==> src/rtl/membus_arbiter_pkg.sv <==
// Shared types and defaults for the external memory bus arbiter.
package membus_pkg;

    typedef enum logic [2:0] {
        IDLE,
        HOLDW,
        GRANT,
        RELEASE,
        SLOT
    } state_e;

    localparam int unsigned OWNER_W       = 2;
    localparam int unsigned HOLD_WAIT_DEF = 2;
    localparam int unsigned MAX_BURST_DEF = 64;
    localparam int unsigned CPU_SLOT_DEF  = 4;

endpackage

==> src/rtl/membus_arbiter_if.sv <==
// Memory bus bundle: DMA requesters, CPU side and the muxed SRAM pins.
interface membus_arbiter_if
    import membus_pkg::*;
#(
    parameter int unsigned NREQ = 2,
    parameter int unsigned AW   = 16
) ();

    logic [NREQ-1:0]    req;
    logic [NREQ*AW-1:0] dma_addr;
    logic [NREQ-1:0]    dma_cs;
    logic [AW-1:0]      cpu_addr;
    logic               cpu_cs;
    logic [NREQ-1:0]    gnt;
    logic               cpu_hold;
    logic [AW-1:0]      mem_addr;
    logic               mem_cs;
    logic [OWNER_W-1:0] owner;
    logic               busy;

    modport slave (
        input  req, dma_addr, dma_cs, cpu_addr, cpu_cs,
        output gnt, cpu_hold, mem_addr, mem_cs, owner, busy
    );

    modport master (
        output req, dma_addr, dma_cs, cpu_addr, cpu_cs,
        input  gnt, cpu_hold, mem_addr, mem_cs, owner, busy
    );

endinterface

==> src/rtl/membus_arbiter_rr_pick.sv <==
// Combinational round-robin picker: first high request after ptr, wrapping.
module rr_pick
    import membus_pkg::*;
#(
    parameter int unsigned NREQ = 2
) (
    input  logic [NREQ-1:0]    req,
    input  logic [OWNER_W-1:0] ptr,
    output logic [NREQ-1:0]    gnt_onehot,
    output logic [OWNER_W-1:0] idx,
    output logic               any
);

    // Lowest index above ptr wins; otherwise wrap to the lowest index at or below it.
    always_comb begin
        gnt_onehot = '0;
        idx        = '0;
        any        = 1'b0;
        for (int i = 0; i < int'(NREQ); i++) begin
            if (!any && req[i] && (i > int'(ptr))) begin
                any           = 1'b1;
                idx           = OWNER_W'(i);
                gnt_onehot[i] = 1'b1;
            end
        end
        for (int i = 0; i < int'(NREQ); i++) begin
            if (!any && req[i] && (i <= int'(ptr))) begin
                any           = 1'b1;
                idx           = OWNER_W'(i);
                gnt_onehot[i] = 1'b1;
            end
        end
    end

endmodule

==> src/rtl/membus_arbiter.sv <==
// Shares the external SRAM bus between the CPU and NREQ DMA masters with
// CPU hold-off, round-robin bounded bursts and a guaranteed CPU slot.
module membus_arbiter
    import membus_pkg::*;
#(
    parameter int unsigned NREQ      = 2,
    parameter int unsigned AW        = 16,
    parameter int unsigned HOLD_WAIT = HOLD_WAIT_DEF,
    parameter int unsigned MAX_BURST = MAX_BURST_DEF,
    parameter int unsigned CPU_SLOT  = CPU_SLOT_DEF
) (
    input  logic             clk,
    input  logic             rst,
    membus_arbiter_if.slave  bus
);

    localparam int unsigned BW   = $clog2(MAX_BURST + 1);
    localparam int unsigned WMAX = (HOLD_WAIT > CPU_SLOT) ? HOLD_WAIT : CPU_SLOT;
    localparam int unsigned WW   = $clog2(WMAX + 1);

    state_e             state_q, state_d;
    logic [BW-1:0]      bcnt_q, bcnt_d;
    logic [WW-1:0]      wcnt_q, wcnt_d;
    logic [NREQ-1:0]    gnt_q, gnt_d;
    logic               hold_q, hold_d;
    logic               busy_q, busy_d;
    logic [OWNER_W-1:0] owner_q, owner_d;
    logic [OWNER_W-1:0] ptr_q, ptr_d;

    logic [NREQ-1:0]    pick_onehot;
    logic [OWNER_W-1:0] pick_idx;
    logic               pick_any;
    logic [AW-1:0]      sel_addr;
    logic               sel_cs;
    logic               sel_req;

    rr_pick #(.NREQ(NREQ)) u_pick (
        .req        (bus.req),
        .ptr        (ptr_q),
        .gnt_onehot (pick_onehot),
        .idx        (pick_idx),
        .any        (pick_any)
    );

    // Per-owner view of the DMA side.
    always_comb begin
        sel_addr = '0;
        sel_cs   = 1'b0;
        sel_req  = 1'b0;
        for (int i = 0; i < int'(NREQ); i++) begin
            if (owner_q == OWNER_W'(i)) begin
                sel_addr = bus.dma_addr[i*AW +: AW];
                sel_cs   = bus.dma_cs[i];
                sel_req  = bus.req[i];
            end
        end
    end

    always_comb begin
        state_d = state_q;
        bcnt_d  = bcnt_q;
        wcnt_d  = wcnt_q;
        gnt_d   = gnt_q;
        hold_d  = hold_q;
        owner_d = owner_q;
        ptr_d   = ptr_q;
        case (state_q)
            IDLE: begin
                if (|bus.req) begin
                    state_d = HOLDW;
                    hold_d  = 1'b1;
                    wcnt_d  = '0;
                end
            end
            HOLDW: begin
                if (wcnt_q == WW'(HOLD_WAIT - 1)) begin
                    if (pick_any) begin
                        state_d = GRANT;
                        gnt_d   = pick_onehot;
                        owner_d = pick_idx;
                        ptr_d   = pick_idx;
                        bcnt_d  = '0;
                    end else begin
                        state_d = RELEASE;
                    end
                end else begin
                    wcnt_d = wcnt_q + WW'(1);
                end
            end
            GRANT: begin
                bcnt_d = bcnt_q + BW'(1);
                if (!sel_req || (bcnt_d == BW'(MAX_BURST))) begin
                    state_d = RELEASE;
                    gnt_d   = '0;
                end
            end
            RELEASE: begin
                state_d = SLOT;
                hold_d  = 1'b0;
                wcnt_d  = '0;
            end
            SLOT: begin
                if (wcnt_q == WW'(CPU_SLOT - 1)) begin
                    state_d = IDLE;
                end else begin
                    wcnt_d = wcnt_q + WW'(1);
                end
            end
            default: begin
                state_d = IDLE;
                gnt_d   = '0;
                hold_d  = 1'b0;
            end
        endcase
        busy_d = (state_d != IDLE);
    end

    // Pointer resets to NREQ-1 so requester 0 is searched first, while owner reads 0.
    always_ff @(posedge clk or negedge rst) begin
        if (!rst) begin
            state_q <= IDLE;
            bcnt_q  <= '0;
            wcnt_q  <= '0;
            gnt_q   <= '0;
            hold_q  <= 1'b0;
            busy_q  <= 1'b0;
            owner_q <= '0;
            ptr_q   <= OWNER_W'(NREQ - 1);
        end else begin
            state_q <= state_d;
            bcnt_q  <= bcnt_d;
            wcnt_q  <= wcnt_d;
            gnt_q   <= gnt_d;
            hold_q  <= hold_d;
            busy_q  <= busy_d;
            owner_q <= owner_d;
            ptr_q   <= ptr_d;
        end
    end

    // SRAM pin mux; CPU passes through whenever it owns the bus.
    always_comb begin
        bus.mem_addr = bus.cpu_addr;
        bus.mem_cs   = bus.cpu_cs;
        case (state_q)
            HOLDW, RELEASE: bus.mem_cs = 1'b0;
            GRANT: begin
                bus.mem_addr = sel_addr;
                bus.mem_cs   = sel_cs;
            end
            default: ;
        endcase
    end

    assign bus.gnt      = gnt_q;
    assign bus.cpu_hold = hold_q;
    assign bus.owner    = owner_q;
    assign bus.busy     = busy_q;

endmodule

==> src/flat_wrapper.sv <==
// flat-port wrapper written by rule: the top's interface ports become plain ports
module membus_arbiter_flat import membus_pkg::*;
#(
    parameter int unsigned NREQ      = 2,
    parameter int unsigned AW        = 16,
    parameter int unsigned HOLD_WAIT = HOLD_WAIT_DEF,
    parameter int unsigned MAX_BURST = MAX_BURST_DEF,
    parameter int unsigned CPU_SLOT  = CPU_SLOT_DEF
)
  (clk, rst, bus_req, bus_dma_addr, bus_dma_cs, bus_cpu_addr, bus_cpu_cs, bus_gnt, bus_cpu_hold, bus_mem_addr, bus_mem_cs, bus_owner, bus_busy);
  membus_arbiter_if #(.NREQ(NREQ), .AW(AW)) bus_i ();
  input  logic clk;
  input  logic rst;
  input wire logic [$bits(bus_i.req)-1:0] bus_req;
  input wire logic [$bits(bus_i.dma_addr)-1:0] bus_dma_addr;
  input wire logic [$bits(bus_i.dma_cs)-1:0] bus_dma_cs;
  input wire logic [$bits(bus_i.cpu_addr)-1:0] bus_cpu_addr;
  input wire logic [$bits(bus_i.cpu_cs)-1:0] bus_cpu_cs;
  output wire logic [$bits(bus_i.gnt)-1:0] bus_gnt;
  output wire logic [$bits(bus_i.cpu_hold)-1:0] bus_cpu_hold;
  output wire logic [$bits(bus_i.mem_addr)-1:0] bus_mem_addr;
  output wire logic [$bits(bus_i.mem_cs)-1:0] bus_mem_cs;
  output wire logic [$bits(bus_i.owner)-1:0] bus_owner;
  output wire logic [$bits(bus_i.busy)-1:0] bus_busy;
  assign bus_i.req = bus_req;
  assign bus_i.dma_addr = bus_dma_addr;
  assign bus_i.dma_cs = bus_dma_cs;
  assign bus_i.cpu_addr = bus_cpu_addr;
  assign bus_i.cpu_cs = bus_cpu_cs;
  assign bus_gnt = bus_i.gnt;
  assign bus_cpu_hold = bus_i.cpu_hold;
  assign bus_mem_addr = bus_i.mem_addr;
  assign bus_mem_cs = bus_i.mem_cs;
  assign bus_owner = bus_i.owner;
  assign bus_busy = bus_i.busy;
  membus_arbiter #(.NREQ(NREQ), .AW(AW), .HOLD_WAIT(HOLD_WAIT), .MAX_BURST(MAX_BURST), .CPU_SLOT(CPU_SLOT)) u_core (.clk(clk), .rst(rst), .bus(bus_i));
endmodule
==> config.mk <==
export PLATFORM = sky130hd
export DESIGN_NAME = membus_arbiter_flat
export DESIGN_NICKNAME = d
export VERILOG_FILES = /design/src/rtl/membus_arbiter_pkg.sv /design/src/rtl/membus_arbiter_if.sv /design/src/rtl/membus_arbiter_rr_pick.sv /design/src/rtl/membus_arbiter.sv /design/src/flat_wrapper.sv
export SDC_FILE = /design/constraint.sdc
export NUM_CORES = 1
export LEC_CHECK = 0
export ABC_AREA = 1
export ABC_CLOCK_PERIOD_IN_PS = 3100
export CORE_MARGIN = 3
export CORE_UTILIZATION = 40
export DETAILED_ROUTE_END_ITERATION = 10
export PLACE_DENSITY = 0.83
export SLEW_MARGIN = 10
export SYNTH_ARGS = -nofsm -noshare
export SYNTH_HDL_FRONTEND = slang
export SYNTH_SLANG_ARGS = --single-unit
==> constraint.sdc <==
create_clock -name clk -period 3.1 [get_ports clk]
set_clock_uncertainty 0.15 [all_clocks]
set_input_delay 0.62 -clock clk [delete_from_list [all_inputs] [get_ports clk]]
set_output_delay 0.62 -clock clk [all_outputs]
set_load 0.005 [all_outputs]
==> results.json <==
{
  "met1Wirelength_um": 1549,
  "drv_cap": 0,
  "post_drt_via_cell_ratio": 4.981,
  "cts_setup_buffers": 0,
  "tns_ns": 0,
  "multi_input_area_um2": 792.0,
  "routed-wl-met2_um": 1990,
  "timing.final.ws_setup_ns": 0.1712,
  "worstSetupStartpointType": "flip-flop",
  "io_pins": 78,
  "fin_crit_ns": 2.929,
  "cts_inserted_buffers": 3,
  "cp_cell_sequence": "nor3_4 -> buf_12 -> inv_1 -> o31ai_1 -> clkdlybuf4s50_1",
  "seq_area_um2": 476.7,
  "async_flop_share_pct": 100.0,
  "cp.required_ns": 2.33,
  "cts_sinks": 19,
  "die_area_mm2": 0.004191,
  "yosys_warnings": 0,
  "drtIter0Drc": 85,
  "crit_type": "flip-flop to primary output",
  "antennaDiodeCount": 0,
  "vias": 1609,
  "postCtsResizedCells": 0,
  "insertion_delay_ns": 0.30,
  "grt_pass1_vias": 1538,
  "area_growth_pct": 60.74,
  "ys.flop_type": "dfrtp_1",
  "grt_pass1_wl_um": 6513,
  "die_w_um": 64.74,
  "final_antenna_net_count": 0,
  "rsz0062_at_grt": "no",
  "rows": 20,
  "wl_per_cell_um": 11.84,
  "coreArea_mm2": 0.003178,
  "ir_drop_uv": 457.5,
  "hold_path.class": "flip-flop to flip-flop",
  "portBuffers": 76,
  "grt_use_total_pct": 19.23,
  "cp_num_buf_inv": 3,
  "grt_max_degree": 36,
  "synth.area.top_cells": "dfrtp_1 (33%), nand2_1 (17%), nor2_1 (7.3%)",
  "cts_max_level": 1,
  "slew_viol_final": 0,
  "clk_pin_slew_ns": 0.12,
  "clockRootBuffer": "clkbuf_4",
  "syn_nets": 263,
  "maxSlewHeadroom_pct": 44.28,
  "fin_crit_sh_pct": 94.48,
  "start_util_pct": 43.43,
  "syn_inst": 204,
  "met3WireLength_um": 274,
  "worstSetupEndpointType": "primary output",
  "status": "finished, final reports clean",
  "n_fill_cell": 298,
  "die_y_um": 64.74,
  "grt_antenna_before_repair": 0,
  "yosys.area.top_type": "dfrtp_1",
  "clock_path_buffers": 2,
  "cts_hold_buffers": 0,
  "critical_path_depth": 5,
  "hpwlAfterDp_um": 3179,
  "slowest_delay_ns": 0.55,
  "synth_area_mm2": 0.001380,
  "setup_viol": 0,
  "r2r_end": "u_core.wcnt_q[0]$_DFFE_PN0P_",
  "netlist.area_leader.share_pct": 32.64,
  "ff2ff_path_depth": 7,
  "fmax_mhz": 341.4,
  "dp_slack_ns": 0.3877,
  "drive_gt1_share_pct": 6.452,
  "p_leak_nw": 0.9724,
  "firstDrtPassIters": 4,
  "tightest_slew_ns": 0.8331,
  "syn_area_per_cell_um2": 6.765,
  "r2r_slack_ns": 1.37,
  "synth_edf_count": 0,
  "critPathTopFamily": "buffers and inverters",
  "wirelength_um": 3824,
  "p_per_area_mw_per_mm2": 669.2,
  "drc": 0,
  "hold_viol": 0,
  "nNetsFinal": 339,
  "highest_layer": "met4",
  "critical-path-slowest-cell": "clkdlybuf4s50_1",
  "cp-startpoint": "u_core.state_q[2]$_DFF_PN0_",
  "yosysSeqAreaShare_pct": 34.54,
  "total_power_mw": 1.485,
  "cp_max_fo": 35,
  "ys_ff_latch": 19,
  "critPathCapture": "bus_mem_cs",
  "synth.distinct_cells": 31,
  "r2r-start": "u_core.wcnt_q[0]$_DFFE_PN0P_",
  "gp_congestion": 0.8662,
  "cp_data_arrival_time_ns": 2.16,
  "cts_tree": "built",
  "grt-ovfl-total": 0
}
==> worst min-delay path, cell delays in order (launching register included) <==
cell	delay, ns
dfrtp_1	0.37
nand2_1	0.06
nand2_1	0.05
==> worst min-delay path by stage <==
stage               depth (start not counted)  slack [ns]                       endpoint                          start
finish                                      2        0.35  u_core.bus.gnt[1]$_DFFE_PN0P_  u_core.bus.gnt[1]$_DFFE_PN0P_
global route                                2        0.38  u_core.bus.gnt[1]$_DFFE_PN0P_  u_core.bus.gnt[1]$_DFFE_PN0P_
CTS                                         2        0.35  u_core.bus.gnt[1]$_DFFE_PN0P_  u_core.bus.gnt[1]$_DFFE_PN0P_
detailed placement                          2        0.31  u_core.bus.gnt[1]$_DFFE_PN0P_  u_core.bus.gnt[1]$_DFFE_PN0P_
global placement                            2        0.32  u_core.bus.gnt[0]$_DFFE_PN0P_  u_core.bus.gnt[0]$_DFFE_PN0P_
floorplan                                   0        0.17   u_core.bcnt_q[0]$_DFFE_PN0P_                            rst
==> placed cells by master, fill, tap and decap left out <==
| cell type | netlist | layout |
|---|---|---|
| nor3_4 | 2 | 2 |
| nor2_1 | 27 | 27 |
| clkinv_1 | 1 | 1 |
| a31oi_1 | 16 | 16 |
| xor2_1 | 1 | 1 |
| o31ai_1 | 1 | 1 |
| o21ai_1 | 1 | 1 |
| o21ai_0 | 10 | 10 |
| buf_12 | 0 | 1 |
| ha_1 | 4 | 4 |
| nand4_1 | 1 | 1 |
| a211oi_1 | 1 | 1 |
| clkbuf_4 | 0 | 3 |
| nand3_1 | 10 | 10 |
| inv_2 | 2 | 2 |
| inv_1 | 16 | 16 |
| o21bai_1 | 2 | 2 |
| clkdlybuf4s50_1 | 0 | 76 |
| mux2i_1 | 1 | 1 |
| dfrtp_1 | 18 | 18 |
| clkinv_2 | 0 | 1 |
| o211ai_1 | 1 | 1 |
| conb_1 | 1 | 1 |
| nor2_2 | 2 | 2 |
| buf_4 | 1 | 2 |
| nand2_2 | 3 | 3 |
| o32ai_1 | 1 | 1 |
| o22ai_1 | 2 | 2 |
| nor3_1 | 3 | 3 |
| nand2_1 | 62 | 62 |
| nor2_4 | 1 | 1 |
| a21oi_1 | 5 | 5 |
| dfstp_2 | 1 | 1 |
==> stage by stage <==
step	util [%]	std cells	hold WS, ns	cell area [µm²]
floorplan	-	204	0.1744	1380
detailed placement	68.94	319	0.3133	2191
CTS	69.80	323	0.3528	2218
finish	69.80	323	0.3459	2218
global placement	68.94	319	0.3165	2191
global route	69.80	323	0.3800	2218
==> synthesized netlist by cell type, drive strengths merged, types with 2 or more instances <==
master / instances
o21bai: 2
o22ai: 2
nor3: 5
o21ai: 11
dfrtp: 18
a31oi: 16
buf: 6
inv: 18
clkbuf: 2
ha: 4
nand2: 65
nor2: 30
a21oi: 5
nand3: 10
==> per-layer routing <==
metal	vias to the layer above	GRT usage [%]
met4	0	3.166
met2	59	35.12
met1	722	22.17
met5	-	0
met3	2	5.893
li1	826	-
==> power breakdown <==
part	total [mW]	internal (mW)	switching, mW	leakage (nW)
Sequential	0.443	0.358	0.0852	0.244
Combinational	0.913	0.425	0.487	0.711
Clock	0.129	0.0481	0.0807	0.0177
==> cell type report <==
class | instances | area share [%]
Timing Repair Buffer | 79 | 35.87
Multi-Input combinational cell | 158 | 35.70
Clock inverter | 1 | 0.2256
Inverter | 19 | 3.215
Tap cell | 44 | 2.482
Sequential cell | 19 | 21.49
Clock buffer | 3 | 1.015
==> registers in the layout (all words and copies together), names as in the netlist <==
| name | cells |
|---|---|
| u_core.bus.cpu_hold | 1 |
| u_core.bcnt_q | 7 |
| u_core.wcnt_q | 3 |
| u_core.bus.gnt | 2 |
| u_core.bus.busy | 1 |
| u_core.ptr_q | 1 |
| u_core.state_q | 3 |
| u_core.bus.owner | 1 |
==> cell families after synthesis <==
kind of cell / synth area share, %
AOI/OAI and AO/OA: 17.32
DFF: 34.54
other: 0.2717
xor gates and xnor gates: 0.6347
muxes: 0.7253
adders and majority gates: 3.627
buffers and inverters: 8.069
and+or+nand+nor: 34.81
No activity file was read; power rests on OpenSTA's default activity.
